===== src/rtl/inst_fetch_ctrl_pkg.sv =====
// Shared opcode map, instruction field layout and fetch FSM encodings.
// Latency: none, declarations only.
// Backpressure: none; used by the fetch controller and its latency counter.
package inst_fetch_ctrl_pkg;

    typedef enum logic [3:0] {
        D_MOV0 = 4'd0,
        D_MOV1 = 4'd1,
        D_MOV2 = 4'd2,
        D_MOV3 = 4'd3,
        D_ADD  = 4'd4,
        D_SUB  = 4'd5,
        D_JZ   = 4'd6,
        D_HALT = 4'd15
    } opcode_e;

    // Field positions: opc [15:12], op1 [11:8], op2 [7:0].
    typedef struct packed {
        logic [3:0] opc;
        logic [3:0] op1;
        logic [7:0] op2;
    } inst_t;

    typedef enum logic [2:0] {
        S_IDLE  = 3'd0,
        S_FETCH = 3'd1,
        S_WAIT  = 3'd2,
        S_ISSUE = 3'd3,
        S_EXEC  = 3'd4,
        S_DONE  = 3'd5
`ifdef IFC_SINGLE_STEP_EN
        , S_STEP_WAIT = 3'd6
`endif
    } state_e;

    // Wide enough for IMEM_LAT-1 with IMEM_LAT up to 4.
    localparam int LAT_CNT_W = 2;

    function automatic logic opc_is_exec(input logic [3:0] opc);
        return opc <= 4'(D_JZ);
    endfunction

endpackage


===== src/rtl/ifc_lat_cnt.sv =====
// Loadable down-counter timing the instruction-memory read latency.
// Latency: load/decrement take effect on the next clock; o_zero is combinational from the count.
// Backpressure: none; saturates at zero.
module ifc_lat_cnt
    import inst_fetch_ctrl_pkg::*;
(
    input  logic                 clk,
    input  logic                 rst_n,
    input  logic                 i_load,
    input  logic [LAT_CNT_W-1:0] i_load_val,
    input  logic                 i_dec,
    output logic                 o_zero
);

    logic [LAT_CNT_W-1:0] cnt_q;
    logic [LAT_CNT_W-1:0] cnt_d;

    always_comb begin
        cnt_d = cnt_q;
        if (i_load) begin
            cnt_d = i_load_val;
        end else if (i_dec && (cnt_q != '0)) begin
            cnt_d = cnt_q - LAT_CNT_W'(1);
        end
    end

    always_ff @(posedge clk or negedge rst_n) begin
        if (!rst_n) begin
            cnt_q <= '0;
        end else begin
            cnt_q <= cnt_d;
        end
    end

    assign o_zero = (cnt_q == '0);

endmodule


===== src/rtl/inst_fetch_ctrl.sv =====
// Instruction fetch/sequence controller: PC, IR, decoder strobe, JZ resolution, HALT/illegal stop.
// Latency: IMEM_LAT+3 cycles minimum per instruction; IFC_SINGLE_STEP_EN adds i_STEP gating after each EXEC.
// Backpressure: stalls in EXEC until i_EXEC_DONE; i_START is ignored while busy.
module inst_fetch_ctrl
    import inst_fetch_ctrl_pkg::*;
#(
    parameter int ADDR_W   = 8,
    parameter int IMEM_LAT = 1
) (
    input  logic              i_SCLK,
    input  logic              i_RESETB,
    input  logic              i_START,
    output logic              o_IMEM_RD,
    output logic [ADDR_W-1:0] o_IMEM_ADDR,
    input  logic [15:0]       i_IMEM_DO,
    output logic              o_WR_INST,
    output logic [15:0]       o_DO,
    input  logic              i_EXEC_DONE,
    input  logic              i_ZERO,
`ifdef IFC_SINGLE_STEP_EN
    input  logic              i_STEP,
`endif
    output logic [ADDR_W-1:0] o_PC,
    output logic              o_BUSY,
    output logic              o_HALT,
    output logic              o_ERR
);

    state_e            state_q, state_d;
    logic [ADDR_W-1:0] pc_q, pc_d;
    inst_t             ir_q, ir_d;
    logic              err_q, err_d;
    logic              imem_rd;
    logic              wr_inst;
    logic              lat_zero;

    ifc_lat_cnt u_lat_cnt (
        .clk        (i_SCLK),
        .rst_n      (i_RESETB),
        .i_load     (state_q == S_FETCH),
        .i_load_val (LAT_CNT_W'(IMEM_LAT - 1)),
        .i_dec      (state_q == S_WAIT),
        .o_zero     (lat_zero)
    );

    always_comb begin
        state_d = state_q;
        pc_d    = pc_q;
        ir_d    = ir_q;
        err_d   = err_q;
        imem_rd = 1'b0;
        wr_inst = 1'b0;
        case (state_q)
            S_IDLE, S_DONE: begin
                if (i_START) begin
                    pc_d    = '0;
                    err_d   = 1'b0;
                    state_d = S_FETCH;
                end
            end
            S_FETCH: begin
                imem_rd = 1'b1;
                state_d = S_WAIT;
            end
            S_WAIT: begin
                if (lat_zero) begin
                    ir_d    = i_IMEM_DO;
                    state_d = S_ISSUE;
                end
            end
            S_ISSUE: begin
                if (opc_is_exec(ir_q.opc)) begin
                    wr_inst = 1'b1;
                    state_d = S_EXEC;
                end else if (ir_q.opc == D_HALT) begin
                    state_d = S_DONE;
                end else begin
                    err_d   = 1'b1;
                    state_d = S_DONE;
                end
            end
            S_EXEC: begin
                if (i_EXEC_DONE) begin
                    // JZ target comes from op2, sized to the PC; otherwise fall through with wrap.
                    if ((ir_q.opc == D_JZ) && i_ZERO) begin
                        pc_d = ADDR_W'(ir_q.op2);
                    end else begin
                        pc_d = pc_q + ADDR_W'(1);
                    end
`ifdef IFC_SINGLE_STEP_EN
                    state_d = S_STEP_WAIT;
`else
                    state_d = S_FETCH;
`endif
                end
            end
`ifdef IFC_SINGLE_STEP_EN
            S_STEP_WAIT: begin
                if (i_STEP) begin
                    state_d = S_FETCH;
                end
            end
`endif
            default: state_d = S_IDLE;
        endcase
    end

    always_ff @(posedge i_SCLK or negedge i_RESETB) begin
        if (!i_RESETB) begin
            state_q <= S_IDLE;
            pc_q    <= '0;
            ir_q    <= '0;
            err_q   <= 1'b0;
        end else begin
            state_q <= state_d;
            pc_q    <= pc_d;
            ir_q    <= ir_d;
            err_q   <= err_d;
        end
    end

    assign o_IMEM_RD   = imem_rd;
    assign o_IMEM_ADDR = pc_q;
    assign o_WR_INST   = wr_inst;
    assign o_DO        = ir_q;
    assign o_PC        = pc_q;
    assign o_HALT      = (state_q == S_DONE);
    assign o_ERR       = err_q;
    assign o_BUSY      = (state_q != S_IDLE) && (state_q != S_DONE);

endmodule


===== config.mk =====
export PLATFORM = sky130hd
export DESIGN_NAME = inst_fetch_ctrl
export DESIGN_NICKNAME = d
export VERILOG_FILES = /design/src/rtl/inst_fetch_ctrl_pkg.sv /design/src/rtl/ifc_lat_cnt.sv /design/src/rtl/inst_fetch_ctrl.sv
export SDC_FILE = /design/constraint.sdc
export NUM_CORES = 1
export LEC_CHECK = 0
export ABC_CLOCK_PERIOD_IN_PS = 2100
export CORE_ASPECT_RATIO = 2
export CORE_UTILIZATION = 44
export CTS_CLUSTER_DIAMETER = 40
export DETAILED_ROUTE_END_ITERATION = 16
export GPL_TIMING_DRIVEN = 1
export PLACE_DENSITY = 0.79
export SLEW_MARGIN = 20
export SYNTH_ARGS = -nofsm -noshare
export SYNTH_HDL_FRONTEND = slang
export SYNTH_SLANG_ARGS = --single-unit

===== constraint.sdc =====
create_clock -name i_SCLK -period 2.1 [get_ports i_SCLK]
set_input_delay 0.63 -clock i_SCLK [delete_from_list [all_inputs] [get_ports i_SCLK]]
set_output_delay 0.63 -clock i_SCLK [all_outputs]
set_load 0.01 [all_outputs]

**Word level (Yosys, flattened, before mapping)**

Cells that the tools add are included.

- $add $sub $neg: 2
- Order comparisons: 1
- Equal/unequal tests: 13
- Multiplexer cells: 18
- Reductions and logical operators: 15

Operators by type and width:

| cell | count |
|---|---|
| $mux 8 | 3 |
| $pmux 8 s2 | 1 |
| $pmux 3 s5 | 1 |
| $ne 2x2->1 const B | 5 |
| $mux 3 | 3 |
| $add 8x1->8 const B | 1 |
| $reduce_bool 2->1 | 4 |
| $mux 1 | 7 |
| $eq 3x2->1 const B | 2 |
| $eq 3x3->1 const B | 2 |
| $reduce_and 3->1 | 2 |
| $eq 4x3->1 const B | 1 |
| $eq 4x4->1 const B | 1 |
| $le 4x3->1 const B | 1 |
| $mux 2 | 2 |
| $reduce_and 4->1 | 1 |
| $eq 3x1->1 const B | 1 |
| $logic_and 1x1->1 | 3 |
| $logic_not 3->1 | 1 |
| $ne 3x3->1 const B | 1 |
| $reduce_bool 3->1 | 1 |
| $logic_not 2->1 | 1 |
| $pmux 1 s2 | 1 |
| $reduce_and 2->1 | 1 |
| 2 further kinds | 2 |

- Flip-flop bits (word level): 30
- Bits of input ports: 21
- Output and inout port bits: 37

**Depth between registers and ports, before layout**

- Depth in word-level cells: 5
- Depth in mapped cells: 6

**Cells and area by module**

From an unflattened synthesis, not the netlist that was laid out.

- Cells, all modules: 146
- Area total of the unflattened synthesis: 1657.8 µm²

By module, submodules not included:

| module | times used | cells each | area each (µm²) | seq. area each (µm²) |
|---|---|---|---|---|
| inst_fetch_ctrl | 1 | 133 | 1525.2 | 700.7 |
| ifc_lat_cnt | 1 | 13 | 132.6 | 50.0 |

**Worst setup path after synthesis**

OpenSTA, ideal clock, no wires.

- Path type: flip-flop to flip-flop
- Start: register state_q[2]
- End: register ir_q (netlist bit o_DO[13])
- Arrival time: 1.483 ns
- Data required time: 1.975 ns
- Slack: 0.492 ns
- Cell stages (with the launch flop): 6
- Cell sequence: dfrtp_1 buf_6 nand2b_4 nor3b_4 buf_6 mux2_2

- Cells in the longest elaborated chain, start to end: 2

RTL lines:

| what | line | source |
|---|---|---|
| start: declaration | inst_fetch_ctrl.sv:29 | `state_e state_q, state_d;` |
| start signal: assignment | inst_fetch_ctrl.sv:115 | `state_q <= state_d;` |
| $eq 3x2->1 | inst_fetch_ctrl.sv:53 | `case (state_q)` |
| $reduce_and 2->1 (no line) | n/a |  |
| end signal: assignment | inst_fetch_ctrl.sv:117 | `ir_q <= ir_d;` |
| end: declaration | inst_fetch_ctrl.sv:31 | `inst_t ir_q, ir_d;` |

No other way between the ends.
A chain may end at the register's enable or synchronous reset.

**Final worst setup path**

- Start: register state_q[0]
- End: output o_BUSY

- Cells in the longest elaborated chain, start to end: 2

RTL lines:

| what | line | source |
|---|---|---|
| $ne 3x3->1 or $reduce_bool 3->1 (tied branches) | inst_fetch_ctrl.sv:129 | `assign o_BUSY = (state_q != S_IDLE) && (state_q != S_DONE);` |
| $logic_and 1x1->1 (*) | inst_fetch_ctrl.sv:129 |  |
| end: declaration | inst_fetch_ctrl.sv:24 | `output logic o_BUSY,` |

Every way passes the cells marked *; elsewhere a longest branch is shown, timed or not.

==> out/metrics.cfg <==
[global_route]
antenna_found_initial=0
grt_pass1_wl_um=6403
grt_pass1_vias=1414
grt_use_total=0.2239
grt_max_degree=31
grt_overflow=0

[cts]
insertion_delay_ps=280
cts_tree=yes
htreeDepth=2
cts.path.max_buffers=2
clkSinkCount=30
clk_pin_slew_worst_paths_ps=70
ctsHoldBuffers=0
clock-root-buffer=clkbuf_8
numCtsBuffers=5

[final_layout]
mostFrequentLayoutCell=clkdlybuf4s50_1
fillers=292
syn2layout_area_growth_pct=45.21
finalNonFillerCells=261
utilization=0.6750
final_layout_size_suffix_gt1_frac=0.1831
final_cell_mix=53 x clkdlybuf4s50_1, 28 x dfrtp_1, 14 x buf_4, 11 x a21oi_1, 10 x nand2_1
final_nets=235
diodes=0

[setup_path]
crit_fanout=7
cp-start-kind=register
arrival_ps=1390
cp_data_required_time_ps=1470
crit_type=register to output port
end_kind=output port

[timing]
slew_violations=0
worst_slew_pin_slew_ps=669.9
min_period_over_period=0.9626
timing.fmax_mhz=494.7
max_slew_margin=0.5513
period_needed_ps=2022
setup_viol=0
rsz0062_at_grt=no
hold_viol=0
fin_skew_ps=9.012

[synth]
synth_area_mm2=0.001605
ys_warn_count=0
syn_avg_cell_area_um2=10.92
syn-instance-count=147
syn-num-nets=170
yosys.cell_types.count=37
yosysSeqAreaShare=0.4677
ys_seq_elements=30

[placed_design]
dp.cells=252
io_buffers=57
dpl.hpwl_um=2992
gp_congestion=0.8665

[routing]
remaining_drc_errors=0
ant_nets=0
routed_wl_um=3933
routed-via-count=1394
wire_per_inst_um=15.07
drt_iter0_markers=43
viasPerCell=5.341
first_pass_iters=5

[power_and_ir_drop]
p_int_mw=1.926
p_sw_mw=1.040
power_density_mw_per_mm2=1272
combPwrFrac=0.504
vdd_drop_max_mv=0.9661
p_sw_frac=0.3507
p_leak_nw=0.9595
p_seq_frac=0.334
clkPwrFrac=0.162

[floorplanning]
die_width_um=44.71
die-area_mm2=0.003909
rows=30
fp.coreArea_mm2=0.003453
ios=58
initial_utilization=0.4649
dieHeight_um=87.42

[flow_run]
drv_cap=0

[hold_path]
hp-class=register to register

[run_status]
status=completed

[worst paths after layout]
| check | from | end | slack (ps) | cells after the start |
|---|---|---|---|---|
| setup / recovery | state_q[0] | o_BUSY | 80 | 4 |
| hold / removal | o_DO[10] | o_DO[10] | 520 | 1 |
| setup reg to reg | u_lat_cnt.cnt_q[0] | o_DO[8] | 260 | 5 |
| hold reg to reg | o_DO[10] | o_DO[10] | 520 | 1 |
| max in group asynchronous | i_RESETB | state_q[1] | 1050 | 2 |
| min in group asynchronous | i_RESETB | o_DO[2] | 740 | 2 |
[power groups by stage]
stage / Clock, mW / Combinational [mW] / Sequential [mW]
after floorplan: 0 / 0.729 / 1.04
after global placement: 0 / 1.46 / 0.984
after detailed placement: 0 / 1.50 / 1.00
after CTS: 0.492 / 1.51 / 0.992
after global routing: 0.523 / 1.61 / 1.02
final: 0.481 / 1.49 / 0.990
[kinds of logic (layout without fill, tap and decap cells)]
kind of cell    after synthesis  after routing  synth area share
flops                        30             30            0.4677
buf+inv                      19             85           0.08106
xor+xnor                      4              4           0.02182
fa+ha+maj                     2              2           0.01559
compound gates               30             30            0.1130
mux                          19             19            0.1309
simple gates                 43             43            0.1699
[stage by stage]
| stage | setup TNS, ps | power, mW | hold slack (ps) | area [um2] | setup slack (ps) |
|---|---|---|---|---|---|
| final | 0 | 2.966 | 515.0 | 2331 | 78.44 |
| after global routing | 0 | 3.153 | 529.9 | 2331 | 20.44 |
| after CTS | 0 | 2.996 | 517.0 | 2331 | 64.06 |
| after detailed placement | -289.5 | 2.505 | 502.6 | 2230 | -80.31 |
| after global placement | -115.3 | 2.445 | 467.3 | 2230 | -56.62 |
| after floorplan | 0 | 1.765 | 334.4 | 1605 | 492.0 |
[synthesized netlist by cell type]
master / instances / area [um2]
a211oi_1: 3 / 22.52
a21oi_1: 11 / 55.05
a22o_1: 1 / 8.760
a31oi_1: 1 / 6.260
a32oi_1: 3 / 26.28
and2_1: 1 / 6.260
and2_4: 1 / 8.760
and4bb_1: 1 / 12.51
buf_2: 2 / 10.01
buf_4: 9 / 67.56
buf_6: 3 / 33.78
dfrtp_1: 30 / 750.7
ha_1: 2 / 25.02
inv_1: 5 / 18.77
mux2_1: 7 / 78.83
mux2_2: 9 / 101.4
mux2i_1: 3 / 30.03
nand2_1: 10 / 37.54
nand2b_4: 1 / 13.76
nand3_1: 9 / 45.04
nand3b_1: 1 / 7.510
nand4_1: 1 / 6.260
nand4bb_1: 1 / 11.26
nor2_1: 7 / 26.28
nor2b_1: 1 / 6.260
nor3_1: 2 / 10.01
nor3b_4: 1 / 18.77
nor4bb_4: 1 / 25.02
o21ai_0: 7 / 35.03
o21bai_1: 1 / 7.510
o22ai_1: 2 / 12.51
o31ai_1: 1 / 7.510
or2_2: 1 / 6.260
or3_1: 1 / 6.260
or4_1: 2 / 15.01
or4b_1: 1 / 10.01
xnor2_1: 4 / 35.03
[final cells by class]
cell class / instances / area, um2 / share of cell area
inverter: 5 / 18.77 / 0.008052
tap: 48 / 60.06 / 0.02576
clock inverter: 1 / 5.005 / 0.002147
multi-input combinational: 98 / 732.0 / 0.3140
timing repair buffer: 72 / 675.6 / 0.2899
sequential: 30 / 753.2 / 0.3231
clock buffer: 7 / 86.33 / 0.03704
[worst max-delay path, cell delays in order, from the launching register on]
cell and delay (ps):
dfrtp_1 400, buf_4 170, xnor2_1 190, nand2_1 80, dlygate4sd2_1 280
[routing by layer]
layer / wire (um) / vias up / track usage
li1: - / 654 / -
met1: 1428 / 677 / 0.2390
met2: 2259 / 55 / 0.3917
met3: 171 / 8 / 0.04979
met4: 73 / 0 / 0.1185
met5: 0 / - / 0
[what timing repair did]
item                                    CTS  global route
endpoints found under the setup margin    4             0
setup buffers                             1             0
resized for setup                         8             0
hold endpoints to repair                  0             0
[registers in the layout (all words and copies together) (netlist names)]
name and flops:
o_DO 16, o_ERR 1, o_IMEM_ADDR 8, state_q 3, u_lat_cnt.cnt_q 2
(Power assumes the default switching activity.)
